--- src/rtl/shift_reg_sequencer.sv ---
// Round-robin front end for two word requesters that drives an external
// parallel-in shift register and streams each accepted word out MSB first.
module shift_reg_sequencer #(
   parameter int unsigned WIDTH = 4
) (
   input  logic             CLK,
   input  logic             RST,
   input  logic             req0_valid,
   input  logic [WIDTH-1:0] req0_data,
   input  logic             req1_valid,
   input  logic [WIDTH-1:0] req1_data,
   output logic             req0_ready,
   output logic             req1_ready,
   input  logic             Q_msb,
   output logic             mode,
   output logic [WIDTH-1:0] paralelIn,
   output logic             SerialIn,
   output logic             serial_out,
   output logic             serial_valid,
   output logic             word_done,
   output logic             grant_id,
   output logic             busy
);

   localparam int unsigned CW = (WIDTH > 1) ? $clog2(WIDTH) : 1;
   localparam logic [CW-1:0] LAST     = CW'(WIDTH - 1);
   localparam logic [CW-1:0] PRE_LAST = CW'(WIDTH - 2);

   typedef enum logic [1:0] {
      S_IDLE  = 2'd0,
      S_LOAD  = 2'd1,
      S_SHIFT = 2'd2
   } state_t;

   state_t            r_state;
   logic [CW-1:0]     r_cnt;
   logic              r_ptr;
   logic [WIDTH-1:0]  r_hold;
   logic              r_grant;
   logic              r_mode;
   logic              r_sv;
   logic              r_wd;
   logic              r_busy;

   logic              w_window;
   logic              w_ready0;
   logic              w_ready1;
   logic              w_accept;
   logic              w_win;
   logic [WIDTH-1:0]  w_data;

   // Accept window and round-robin arbitration; ptr = 1 favours requester 1.
   always_comb begin
      w_window = !RST && ((r_state == S_IDLE) ||
                          ((r_state == S_SHIFT) && (r_cnt == LAST)));
      w_ready0 = w_window && req0_valid && (!req1_valid || !r_ptr);
      w_ready1 = w_window && req1_valid && (!req0_valid ||  r_ptr);
      w_accept = w_ready0 || w_ready1;
      w_win    = w_ready1;
      w_data   = w_ready1 ? req1_data : req0_data;
   end

   always_ff @(posedge CLK or posedge RST) begin
      if (RST) begin
         r_state <= S_IDLE;
         r_cnt   <= '0;
         r_ptr   <= 1'b0;
         r_hold  <= '0;
         r_grant <= 1'b0;
         r_mode  <= 1'b1;
         r_sv    <= 1'b0;
         r_wd    <= 1'b0;
         r_busy  <= 1'b0;
      end else begin
         case (r_state)
            S_IDLE: begin
               if (w_accept) begin
                  r_state <= S_LOAD;
                  r_mode  <= 1'b0;
                  r_busy  <= 1'b1;
               end
            end
            S_LOAD: begin
               r_state <= S_SHIFT;
               r_cnt   <= '0;
               r_mode  <= 1'b1;
               r_sv    <= 1'b1;
               r_wd    <= (LAST == '0);
            end
            S_SHIFT: begin
               r_cnt <= r_cnt + CW'(1);
               r_wd  <= (r_cnt == PRE_LAST);
               // Last bit: either chain straight into the next LOAD or go idle.
               if (r_cnt == LAST) begin
                  r_cnt <= '0;
                  r_sv  <= 1'b0;
                  r_wd  <= 1'b0;
                  if (w_accept) begin
                     r_state <= S_LOAD;
                     r_mode  <= 1'b0;
                  end else begin
                     r_state <= S_IDLE;
                     r_busy  <= 1'b0;
                  end
               end
            end
            default: begin
               r_state <= S_IDLE;
               r_mode  <= 1'b1;
               r_sv    <= 1'b0;
               r_wd    <= 1'b0;
               r_busy  <= 1'b0;
            end
         endcase

         if (w_accept) begin
            r_hold  <= w_data;
            r_grant <= w_win;
            r_ptr   <= !w_win;
         end
      end
   end

   assign req0_ready   = w_ready0;
   assign req1_ready   = w_ready1;
   assign mode         = r_mode;
   assign paralelIn    = r_hold;
   assign SerialIn     = 1'b0;
   assign serial_valid = r_sv;
   assign serial_out   = r_sv & Q_msb;
   assign word_done    = r_wd;
   assign grant_id     = r_grant;
   assign busy         = r_busy;

endmodule

--- config.mk ---
export PLATFORM = sky130hd
export DESIGN_NAME = shift_reg_sequencer
export DESIGN_NICKNAME = d
export VERILOG_FILES = /design/src/rtl/shift_reg_sequencer.sv
export SDC_FILE = /design/constraint.sdc
export NUM_CORES = 1
export LEC_CHECK = 0
export CAP_MARGIN = 20
export CORE_UTILIZATION = 40
export DETAILED_ROUTE_END_ITERATION = 6
export PLACE_DENSITY = 0.73
export REMOVE_ABC_BUFFERS = 1
export SETUP_SLACK_MARGIN = 0.5
export SKIP_CTS_REPAIR_TIMING = 1
export SYNTH_ARGS = -nofsm -noshare
export SYNTH_HDL_FRONTEND = slang
export SYNTH_SLANG_ARGS = --single-unit
export TNS_END_PERCENT = 1
--- constraint.sdc ---
create_clock -name CLK -period 1.4 [get_ports CLK]
set_input_delay 0.21 -clock CLK [delete_from_list [all_inputs] [get_ports CLK]]
set_output_delay 0.21 -clock CLK [all_outputs]
set_load 0.05 [all_outputs]
-- Word-level counts from Yosys, hierarchy flattened
Index checks and enable logic that the tools add are counted.
- register bits after elaboration: 14
- latch bits: 0
- memory bits (writable): 0
- memory bits (read-only): 0
- input bits: 13
- output and inout bits: 13
- word-level logic and storage cells: 58
- memories: 0
- add/sub/neg operators: 1
- multiply operators: 0
- div/mod/pow operators: 0
- order comparisons: 0
- eq/ne operators: 7
- shifts and indexed selects: 0
- muxes and demuxes: 18
- bitwise gates (word level): 3
- reductions and logical operators: 20
- operators with widths (kind ; count):
    $mux W1 ; 8
    $eq A2 B2 Y1 const B ; 3
    $logic_and A1 B1 Y1 ; 6
    $mux W2 ; 3
    $pmux W1 S3 ; 2
    $pmux W2 S3 ; 1
    $logic_not A1 Y1 ; 5
    $logic_or A1 B1 Y1 ; 4
    $mux W4 ; 1
    $ne A2 B2 Y1 const B ; 2
    $pmux W1 S2 ; 2
    $pmux W2 S2 ; 1
    $reduce_and A2 Y1 ; 2
    $reduce_and A4 Y1 ; 1
    $add A2 B1 Y2 const B ; 1
    $eq A2 B1 Y1 const B ; 1
    $logic_not A2 Y1 ; 1
    $ne A2 B1 Y1 const B ; 1
    $not A1 Y1 ; 2
    $reduce_bool A2 Y1 ; 1
    $and A1 B1 Y1 ; 1

-- Longest topological paths before layout
- depth in word-level cells: 10
- depth in mapped cells: 6
- mapped depth without buffers: 5

-- Worst setup path after synthesis
OpenSTA, ideal clock, no wires.
- kind: register -> output
- start: register r_state[0]
- end: output req1_ready
- arrival: 1.702 ns
- data required time: 1.190 ns
- setup slack: -0.512 ns
- stages on the path, launching flop included: 7
- buffers on the path: 1
- path through: dfrtp_1 inv_1 ha_1 buf_2 a21o_1 nand2_1 nor2_1
- word-level cells in the longest chain between the ends: 6
- elaborated cells between the ends (all ways): 7
- those cells by class: eq/ne: 1; reduce/logical: 6
- ends and longest elaborated chain (item ; RTL line ; text):
    from (decl) ; 35 ; state_t r_state;
    from (signal assigned) ; 65 ; r_state <= S_IDLE;
    from (signal assigned) ; 78 ; r_state <= S_LOAD;
    from (signal assigned) ; 84 ; r_state <= S_SHIFT;
    $eq A2 B2 Y1 ; 55 ; ((r_state == S_SHIFT) && (r_cnt == LAST)));
    $logic_and A1 B1 Y1 ; 55 ;
    $logic_or A1 B1 Y1 * ; 54 ; w_window = !RST && ((r_state == S_IDLE) ||
    $logic_and A1 B1 Y1 * ; 54 ;
    $logic_and A1 B1 Y1 * (2 in a row) ; 57 ; w_ready1 = w_window && req1_valid && (!req0_valid || r_ptr);
    to (decl) ; 13 ; output logic req1_ready,
Mark *: on every way between the ends. The rest lies on a longest branch, timed or not.

-- Worst setup path after layout
- start: register r_state[1]
- end: output req1_ready
Same word-level chain as after synthesis.

==> flow_summary.json <==
{
  "synth.area.mux_share_pct": 4.434,
  "fmax_mhz": 580.2,
  "final_hold_viol_count": 0,
  "status": "finished, violations left",
  "yosys.area.top_type_share_pct": 39.76,
  "highest_layer": "met4",
  "stdcell_area_mm2": 0.001441,
  "synth_top_family_by_area": "compound AO/OA/AOI/OAI gates",
  "gr-total-overflow": 0,
  "critPathTopFamily": "flip-flops",
  "first_pass_iters": 4,
  "worst_path_max_delay_cell": "dfrtp_1",
  "cts.sinks": 14,
  "async_flop_share_pct": 100.0,
  "die_area_mm2": 0.002231,
  "cp-end-kind": "output pin",
  "route.met3.wl_um": 80,
  "multi_input_area_um2": 466.7,
  "routed_wl_um": 2177,
  "ys_seq_area_share_pct": 42.97,
  "area_delta_synth_final_pct": 76.15,
  "layout.nets": 151,
  "ys_top_cells_by_count": "13 x dfrtp_1, 9 x o21ai_0, 6 x ha_1, 6 x inv_1, 6 x nand2_1",
  "clk_pin_slew_ns": 0.09,
  "fill_cells": 118,
  "ys_types": 35,
  "clock_latency_ns": 0.27,
  "die_w_um": 47.23,
  "violations": "setup timing",
  "chipHeight_um": 47.23,
  "track_usage_pct": 21.53,
  "setup_tns_ns": -0.9744,
  "p_int_uw": 1756,
  "setup_slack_ns": -0.3236,
  "first_iter_violations": 12,
  "cp.buffers_inverters": 2,
  "io_buffers": 24,
  "grt_pass1_vias": 776,
  "dp_hpwl_um": 1694,
  "p_switching_uw": 1314,
  "cp_data_arrival_time_ns": 1.51,
  "synth-main-ff-cell": "dfrtp_1",
  "ir_drop_v": 0.001318,
  "cts-buffers-inserted": 3,
  "final_layout_size_suffix_gt1_share_pct": 44.27,
  "num_rows": 15,
  "htree_levels": 1,
  "m1WireLength_um": 856,
  "place_area_mm2": 0.001336,
  "slew_viol_final": 0,
  "power.share.combinational_pct": 65.4,
  "power.density_mw_per_mm2": 2130,
  "synth_compound_area_share_pct": 23.55,
  "grt_pass1_wl_um": 3194,
  "period_share_pct": 123.1,
  "syn-mean-instance-area_um2": 9.859,
  "yosys.area_share.xor_xnor_pct": 0,
  "ys_ff_latch": 14,
  "synthAdderAreaFrac_pct": 9.174,
  "crit_required_ns": 1.19,
  "syn_area_um2": 818.3,
  "finalCriticalPeriod_ns": 1.724,
  "power_frac_clock_pct": 9.6,
  "cpPeakStageDelay_ns": 0.44,
  "yosys.area.top_type": "dfrtp_1",
  "maxCapViolCount": 0,
  "setup_viol": 8,
  "p_seq_share_pct": 25.0,
  "wl_met2_um": 1201,
  "cts-root-buf": "clkbuf_4",
  "diodes": 0,
  "ys_warn_count": 0,
  "power_uw": 3070,
  "cts_buffer_depth": 2,
  "synth-simple-area-share_pct": 13.76,
  "ant_nets": 0,
  "crit_fanout": 4,
  "cts_tree": "yes",
  "synth_area_leaders": "dfrtp_1 40%, ha_1 9.2%, o21ai_0 5.5%",
  "vias": 805,
  "worstSetupPathType": "flop to output pin",
  "finClkSkew_ns": 0.002919,
  "io_pins": 26,
  "route.detailed.wl_per_inst_um": 13.96,
  "gp_congestion": 0.8135,
  "antenna_found_initial": 0,
  "synth-edff-count": 0,
  "grt_setup_unrepaired": "yes",
  "start_util_pct": 44.95,
  "grt_max_degree": 10,
  "regArea_um2": 351.6,
  "synthCells": 83,
  "drc_errors": 0,
  "hold_class": "input pin to async pin",
  "drt-vias-per-instance": 5.160,
  "synth.most_common_cell": "dfrtp_1",
  "switching_share_pct": 42.79,
  "power.leakage_uw": 0.0006481,
  "startpoint_type": "flop",
  "final_core_util_pct": 79.18,
  "path_cells": "inv_2 > ha_2 > a21o_1 > nand2_2 > nor2_4 > buf_12",
  "core_area_mm2": 0.001821
}
layout by cell type (no fill, tap or decap), drive strengths merged, types with 3 or more instances in the layout:
| cell type | n |
|---|---|
| ha | 6 |
| buf | 35 |
| inv | 6 |
| dfrtp | 13 |
| nand3 | 4 |
| o21ai | 9 |
| clkbuf | 4 |
| nand2 | 6 |
| a31oi | 3 |
| clkdlybuf4s50 | 12 |
| a21oi | 5 |
| nor2 | 3 |
metrics by stage:
stage,hold WS [ns],cells,setup slack [ns]
after floorplan,0.1166,80,-0.5514
after global placement,0.5158,149,-0.2286
after detailed placement,0.5177,149,-0.3000
after CTS,0.3663,153,-0.4939
after global routing,0.4181,156,-0.4082
final,0.4085,156,-0.3236
layout make-up:
class	instances	share of cell area, %
repair buffers	47	36.98
multi-input cells	60	32.38
clock buffers	4	2.517
flip-flops and latches	14	24.39
well taps	25	2.170
inverters	6	1.563
cells by family (layout without fill, tap and decap cells):
logic type      Yosys count  after routing
compound gates           28             28
simple gates             22             22
flops                    14             14
buf+inv                   9             57
fa+ha+maj                 6              6
mux                       3              3
other cells               1              1
metal layers:
| layer | global-route usage, % | vias to the layer above |
|---|---|---|
| li1 | - | 389 |
| met1 | 22.20 | 383 |
| met2 | 40.27 | 29 |
| met3 | 4.231 | 4 |
| met4 | 11.43 | 0 |
| met5 | 0 | - |
tightest hold or removal path: stages:
cell and delay (ns):
clkdlybuf4s50_1 0.46, inv_1 0.17, buf_4 0.18
path summary, 6_finish.rpt:
kind	startpoint	endpoint	slack [ns]	cells past startpoint
max in group asynchronous	RST	mode$_DFFE_PP1P_	0.66	4
worst max register to register	r_state[1]$_DFFE_PP0P_	r_ptr$_DFFE_PP0N_	-0.12	7
worst min-delay path	RST	paralelIn[0]$_DFFE_PP0N_	0.41	3
min in group CLK	req1_data[2]	paralelIn[2]$_DFFE_PP0N_	0.51	3
worst min register to register	mode$_DFFE_PP1P_	mode$_DFFE_PP1P_	0.53	2
worst max-delay path	r_state[1]$_DFFE_PP0P_	req1_ready	-0.32	6
state kept, by name, indices dropped and copies added (netlist names):
register,count
paralelIn,4
r_cnt,2
r_state,2
busy,1
grant_id,1
mode,1
r_ptr,1
serial_valid,1
word_done,1
power by group through the flow:
stage               registers (uW)  logic [uW]  clock network, uW
floorplan                     1070         579                  0
global placement               753        1820                  0
detailed placement             756        1860                  0
CTS                            751        1870                294
global route                   790        2120                320
finish                         769        2010                293
(Power assumes the default switching activity.)
